==> src/rtl/step_sequencer.sv <==
// step_sequencer: fetch/execute step FSM steering an external 4-bit step counter.
// Rev 1.0 -- initial release.
`default_nettype none

module step_sequencer #(
  parameter int FETCH_STEPS = 2
) (
  input  logic       clk,
  input  logic       clr,
  input  logic       run,
  input  logic       halt_req,
  input  logic       resume,
  input  logic [3:0] op_len,
  input  logic [3:0] step_q,
  input  logic       step_zero,
  output logic       cnt_clr,
  output logic       ir_load,
  output logic       pc_inc,
  output logic       exec_en,
  output logic       done,
  output logic       busy,
  output logic       halted,
  output logic       err,
  output logic [3:0] exec_step
);

  localparam logic [2:0] S_IDLE  = 3'd0;
  localparam logic [2:0] S_FETCH = 3'd1;
  localparam logic [2:0] S_EXEC  = 3'd2;
  localparam logic [2:0] S_DONE  = 3'd3;
  localparam logic [2:0] S_HALT  = 3'd4;

  localparam logic [3:0] C_FETCH_N    = 4'(FETCH_STEPS);
  localparam logic [3:0] C_FETCH_LAST = 4'(FETCH_STEPS - 1);
  localparam logic [3:0] C_LEN_MAX    = 4'(16 - FETCH_STEPS);

  logic [2:0] r_state;
  logic [2:0] w_next;
  logic [3:0] r_len;
  logic       r_halt_pend;
  logic       r_err;
  logic       r_cnt_clr;
  logic [3:0] w_len_eff;
  logic [3:0] w_exec_last;
  logic       w_fetch_last;
  logic       w_halt_now;

  // Clamp keeps FETCH_STEPS+L-1 within 15 so the counter never wraps in EXEC.
  always_comb begin
    w_len_eff = (op_len == 4'd0) ? 4'd1 : op_len;
    if (w_len_eff > C_LEN_MAX) w_len_eff = C_LEN_MAX;
  end

  assign w_exec_last  = C_FETCH_N + r_len - 4'd1;
  assign w_fetch_last = (r_state == S_FETCH) && (step_q == C_FETCH_LAST);
  assign w_halt_now   = r_halt_pend | halt_req;

  always_comb begin
    w_next = r_state;
    case (r_state)
      S_IDLE:  w_next = run ? S_FETCH : S_IDLE;
      S_FETCH: w_next = w_fetch_last ? S_EXEC : S_FETCH;
      S_EXEC: begin
        if (step_zero)                 w_next = S_HALT;
        else if (step_q == w_exec_last) w_next = S_DONE;
        else                           w_next = S_EXEC;
      end
      S_DONE: begin
        if (w_halt_now) w_next = S_HALT;
        else if (run)   w_next = S_FETCH;
        else            w_next = S_IDLE;
      end
      S_HALT:  w_next = (resume && !r_err) ? S_FETCH : S_HALT;
      default: w_next = S_IDLE;
    endcase
  end

  always_ff @(posedge clk or posedge clr) begin
    if (clr) begin
      r_state     <= S_IDLE;
      r_cnt_clr   <= 1'b1;
      r_len       <= 4'd0;
      r_halt_pend <= 1'b0;
      r_err       <= 1'b0;
    end else begin
      r_state   <= w_next;
      r_cnt_clr <= (w_next == S_IDLE) || (w_next == S_DONE) || (w_next == S_HALT);
      if (w_fetch_last) r_len <= w_len_eff;
      if (w_next == S_HALT)
        r_halt_pend <= 1'b0;
      else if (halt_req && ((r_state == S_FETCH) || (r_state == S_EXEC) || (r_state == S_DONE)))
        r_halt_pend <= 1'b1;
      if ((r_state == S_EXEC) && step_zero) r_err <= 1'b1;
    end
  end

  assign cnt_clr   = r_cnt_clr;
  assign ir_load   = w_fetch_last;
  assign pc_inc    = w_fetch_last;
  assign exec_en   = (r_state == S_EXEC);
  assign exec_step = exec_en ? (step_q - C_FETCH_N) : 4'd0;
  assign done      = (r_state == S_DONE);
  assign busy      = (r_state == S_FETCH) || (r_state == S_EXEC) || (r_state == S_DONE);
  assign halted    = (r_state == S_HALT);
  assign err       = r_err;

endmodule

`default_nettype wire
==> config.mk <==
export PLATFORM = sky130hd
export DESIGN_NAME = step_sequencer
export DESIGN_NICKNAME = d
export VERILOG_FILES = /design/src/rtl/step_sequencer.sv
export SDC_FILE = /design/constraint.sdc
export NUM_CORES = 1
export LEC_CHECK = 0
export BUFFER_PORTS_ARGS = -buffer_cell sky130_fd_sc_hd__buf_2
export CAP_MARGIN = 5
export CORE_MARGIN = 10
export CORE_UTILIZATION = 35
export CTS_CLUSTER_DIAMETER = 200
export DETAILED_ROUTE_END_ITERATION = 7
export PLACE_DENSITY = 0.62
export SYNTH_ARGS = -nofsm -noshare
export SYNTH_HDL_FRONTEND = slang
export SYNTH_SLANG_ARGS = --single-unit
==> constraint.sdc <==
create_clock -name clk -period 5.9 [get_ports clk]
set_input_delay 1.18 -clock clk [delete_from_list [all_inputs] [get_ports clk]]
set_output_delay 1.18 -clock clk [all_outputs]
set_load 0.02 [all_outputs]
### Yosys cells after proc, flatten, opt, wreduce, memory -nomap -nowiden

Cells that the tools add are included.

* output and inout bits: 12
* flip-flop bits (word level): 10

* reduce and logical (&&, ||, !) cells: 13
* mux-type cells: 12
* magnitude comparators: 1
* add/subtract/negate cells: 3
* bitwise gates (word level): 1
* eq/ne operators: 8

Operators with widths (number)
* $pmux W3 S5: 1
* $mux W4: 3
* $eq A3 B2 Y1 const B: 3
* $mux W3: 3
* $eq A3 B3 Y1 const B: 2
* $logic_not A3 Y1: 2
* $add A2 B4 Y4 const A: 1
* $eq A4 B1 Y1 const B: 1
* $eq A4 B4 Y1: 1
* $gt A4 B4 Y1 const B: 1
* $logic_and A1 B1 Y1: 4
* $logic_not A4 Y1: 1
* $logic_or A1 B1 Y1: 4
* $mux W1: 4
* $sub A4 B1 Y4 const B: 1
* $sub A4 B2 Y4 const B: 1
* $eq A3 B1 Y1 const B: 1
* $mux W2: 1
* $reduce_bool A2 Y1: 1
* $logic_not A1 Y1: 1
* $or A1 B1 Y1: 1

### Depth between registers and ports, before layout

* depth after elaboration: 9
* gate-level depth with buffers: 6
* depth with buffers taken out: 5

### Least setup slack after synthesis

No wires, ideal clock.

* kind: input to output
* start point: in step_q[1]
* end point: out pc_inc
* arrival: 2669 ps
* required time: 4720 ps
* setup slack: 2051 ps
* stages on the path: 5
* cells stage by stage: or4b_1 -> or4b_1 -> buf_6 -> inv_1 -> buf_4

* cells in the longest elaborated chain, start to end: 2

Ends and longest elaborated chain
* start: declaration: RTL line 14 `input logic [3:0] step_q,`
* $eq A4 B1 Y1: RTL line 55 `assign w_fetch_last = (r_state == S_FETCH) && (step_q == C_FETCH_LAST);`
* $logic_and A1 B1 Y1: RTL line 55
* end: declaration: RTL line 18 `output logic pc_inc,`

Every way passes these cells.

### Final worst setup path

* start point: in step_q[1]
* end point: out ir_load

* cells in the longest elaborated chain, start to end: 2

Ends and longest elaborated chain
* $eq A4 B1 Y1: RTL line 55
* $logic_and A1 B1 Y1: RTL line 55
* end: declaration: RTL line 17 `output logic ir_load,`

Every way passes these cells.

==> reports/results.txt <==
Status: finished clean
CTS tree: built
Top_reg_cell synth: dfrtp_1
Vias per inst: 4.66
Startpoint types: input pin
Max Cap Viol: 0
Commonest non-fill, non-tap cell in the layout: buf_2
FP Rows: 15
Critical path class: in -> out
Initial DRT Pass Iterations: 3
Tmin final: 3.96 ns
Data arrival time of the worst path: 2.78 ns
Avg Cell Area, Syn: 9.08 um^2
Total number of vias: 569
Distinct cells, synth: 28
Ys async rst share: 100%
RD Place Congestion: 0.730
Clk_skew: 0.00652 ns
Insertion delay to the later sink of the worst-skew pair: 0.26 ns
Synth warn: 0
CTS Sinks: 10
Global-route wire length before repair: 2.50 mm
HP Start: err
Multiplexer share of the synthesized area: 6.79%
RSZ-0062 raised after global routing: false
Register bit count reported by yosys: 10
Post-synth EDFFs: 0
Reg2Reg Launch Point: r_state[2]
CP endpoint kind: output pin
Post-CTS Setup Repair Bufs: 0
Initial antenna violation count: 0
Area grow syn2layout: 24.5%
Initial core utilization: 37.6%
Pin count of the biggest net entering global routing: 11
Post-layout instance area: 826 um^2
Fill cell count: 186
Post-synth net total: 89
Final Cycle Share: 67.1%
Synth Area in Simple Gates: 22.3%
Total global routing overflow: 0
Fmax: 253 MHz
Post-CTS sizing: 0
Worst setup path start: step_q[1]
Wirelength per Cell: 12.7 um
Maximum clock path buffer count: 2
Fin util: 46.8%
Hold Slack: 0.472 ns
Leakage: 0.447 nW
Commonest non-fill, non-tap cells in the layout: buf_2 (25), nor2_1 (10), dfrtp_1 (9)
Iteration-0 DRC Markers: 2
Final HPWL DP: 1.28 mm
Max stage delay on crit path: 0.65 ns
Delay-heaviest family, CP: simple AND/OR/NAND/NOR gates
Die X: 63.5 um
Crit-path cells: buf_2, or4b_1, or4b_1, inv_1, buf_2
Io pins: 26
Relative slew slack: 75.5%
Max-slew violation count: 0
Chip height: 63.5 um
Synth Area in Adders: 3.77%
H-tree depth: 1
Synth Area in XOR/XNOR: 9.25%
Antenna cells: 0
Final setup violation count: 0
Die Footprint: 0.00404 mm^2
Worst Path Max Fanout: 7
Post-route DRC: 0
GRT Overall Usage: 7.62%
Buf+Inv Stages, Crit Path: 3
# nets final: 114
Reg clk slew, reported paths: 0.06 ns
Reg area: 251 um^2
Largest family of logic cells by synthesized area: simple AND/OR/NAND/NOR gates
Area occupied by multi-input gates: 352 um^2
Number of CTS-inserted buffers: 3
Drt total wl: 1.55 mm
Vias in the first global route: 594
Final Hold Vio Count: 0
Worst path slowest cell: or4b_1
Final WS setup: 1.94 ns
CTS Hold Buffers Added: 0
Core footprint: 0.00176 mm^2
CP required: 4.72 ns
Compound-gate portion of the synthesized area: 10.9%
Antenna viol nets, final: 0
CTS root buffer: clkbuf_4
Sequential share of the synthesized area: 37.9%
Syn Inst Count: 73
Setup TNS: 0 ns
Placement Setup Slack: 1.94 ns
Synth top area share: 34.0%
Synth Cell Area: 663 um^2
Pwr dens: 384 mW/mm^2
Number of I/O port buffers: 25
Layout cells sized above 1: 36.1%
Cell Area, Placed: 790 um^2
Area leader, netlist: dfrtp_1
Worst Max-Slew Pin Slew: 0.358 ns
Synth area leaders: dfrtp_1 (34%), mux2_4 (6.8%), xnor2_1 (6.6%), nor2_1 (5.7%), inv_1 (4.5%)
Hold Path Class: reg -> reg
Worst vdd ir: 0.162 mV
==> cell families (layout without fill, tap and decap cells) <==
| logic type | Yosys count | in the layout |
|---|---|---|
| AO/OA/AOI/OAI | 11 | 11 |
| multiplexers | 3 | 3 |
| XOR/XNOR | 7 | 7 |
| AND/OR/NAND/NOR | 27 | 27 |
| flip-flops | 10 | 10 |
| buffers and inverters | 13 | 37 |
| adder cells (fa/ha/maj) | 2 | 2 |
==> registers in the layout, indices dropped and copies added (netlist names) <==
signal and count:
r_len 4, r_halt_pend 1, cnt_clr 1, r_state 3
err 1
==> area by class of cell <==
cell class / count / share of cell area [%]
Inverter: 8 / 3.64
Sequential cell: 10 / 30.5
Tap cell: 25 / 3.79
Multi-Input combinational cell: 50 / 42.6
Timing Repair Buffer: 25 / 15.2
Clock buffer: 4 / 4.39
==> through the flow <==
step	total power, mW	std cells
after floorplan	0.224	73
after global placement	0.258	118
after detailed placement	0.260	118
after CTS	0.323	122
after global routing	0.344	122
final	0.317	122
==> routing by layer <==
layer  wire (um)  global-route usage, %  vias to the layer above  share of wire (%)
met4           0                   3.28                        0                  0
met3          53                   3.18                        0                3.4
met1         658                   7.33                      265                 42
li1            -                      -                      293                  -
met2         840                   13.8                       11                 54
met5           0                      0                        -                  0
==> power breakdown <==
part / leakage (nW) / internal (mW) / switching (mW)
clock network: 0.0210 / 0.0374 / 0.0228
registers: 0.120 / 0.0985 / 0.0283
logic: 0.306 / 0.0649 / 0.0649
==> Yosys cell counts, types with 2 or more instances <==
| cell | number |
|---|---|
| inv_1 | 8 |
| or4b_1 | 2 |
| ha_1 | 2 |
| dfrtp_1 | 9 |
| nand3_1 | 2 |
| clkbuf_1 | 3 |
| nor3b_1 | 2 |
| nand2_1 | 4 |
| nor2_1 | 10 |
| a21oi_1 | 3 |
| o21ai_0 | 3 |
| xnor2_1 | 5 |
| mux2_4 | 3 |
| xor2_1 | 2 |
| and2_1 | 2 |
==> final timing paths <==
| path | end | slack, ns | cells after the start |
|---|---|---|---|
| min in group asynchronous | r_len[3] | 0.87 | 2 |
| max in group asynchronous | cnt_clr | 4.72 | 2 |
| setup reg to reg | cnt_clr | 4.23 | 4 |
| setup / recovery | ir_load | 1.94 | 5 |
| hold reg to reg | err | 0.47 | 1 |
| hold / removal | err | 0.47 | 1 |
Note: power is estimated with default switching activity, not from simulation.
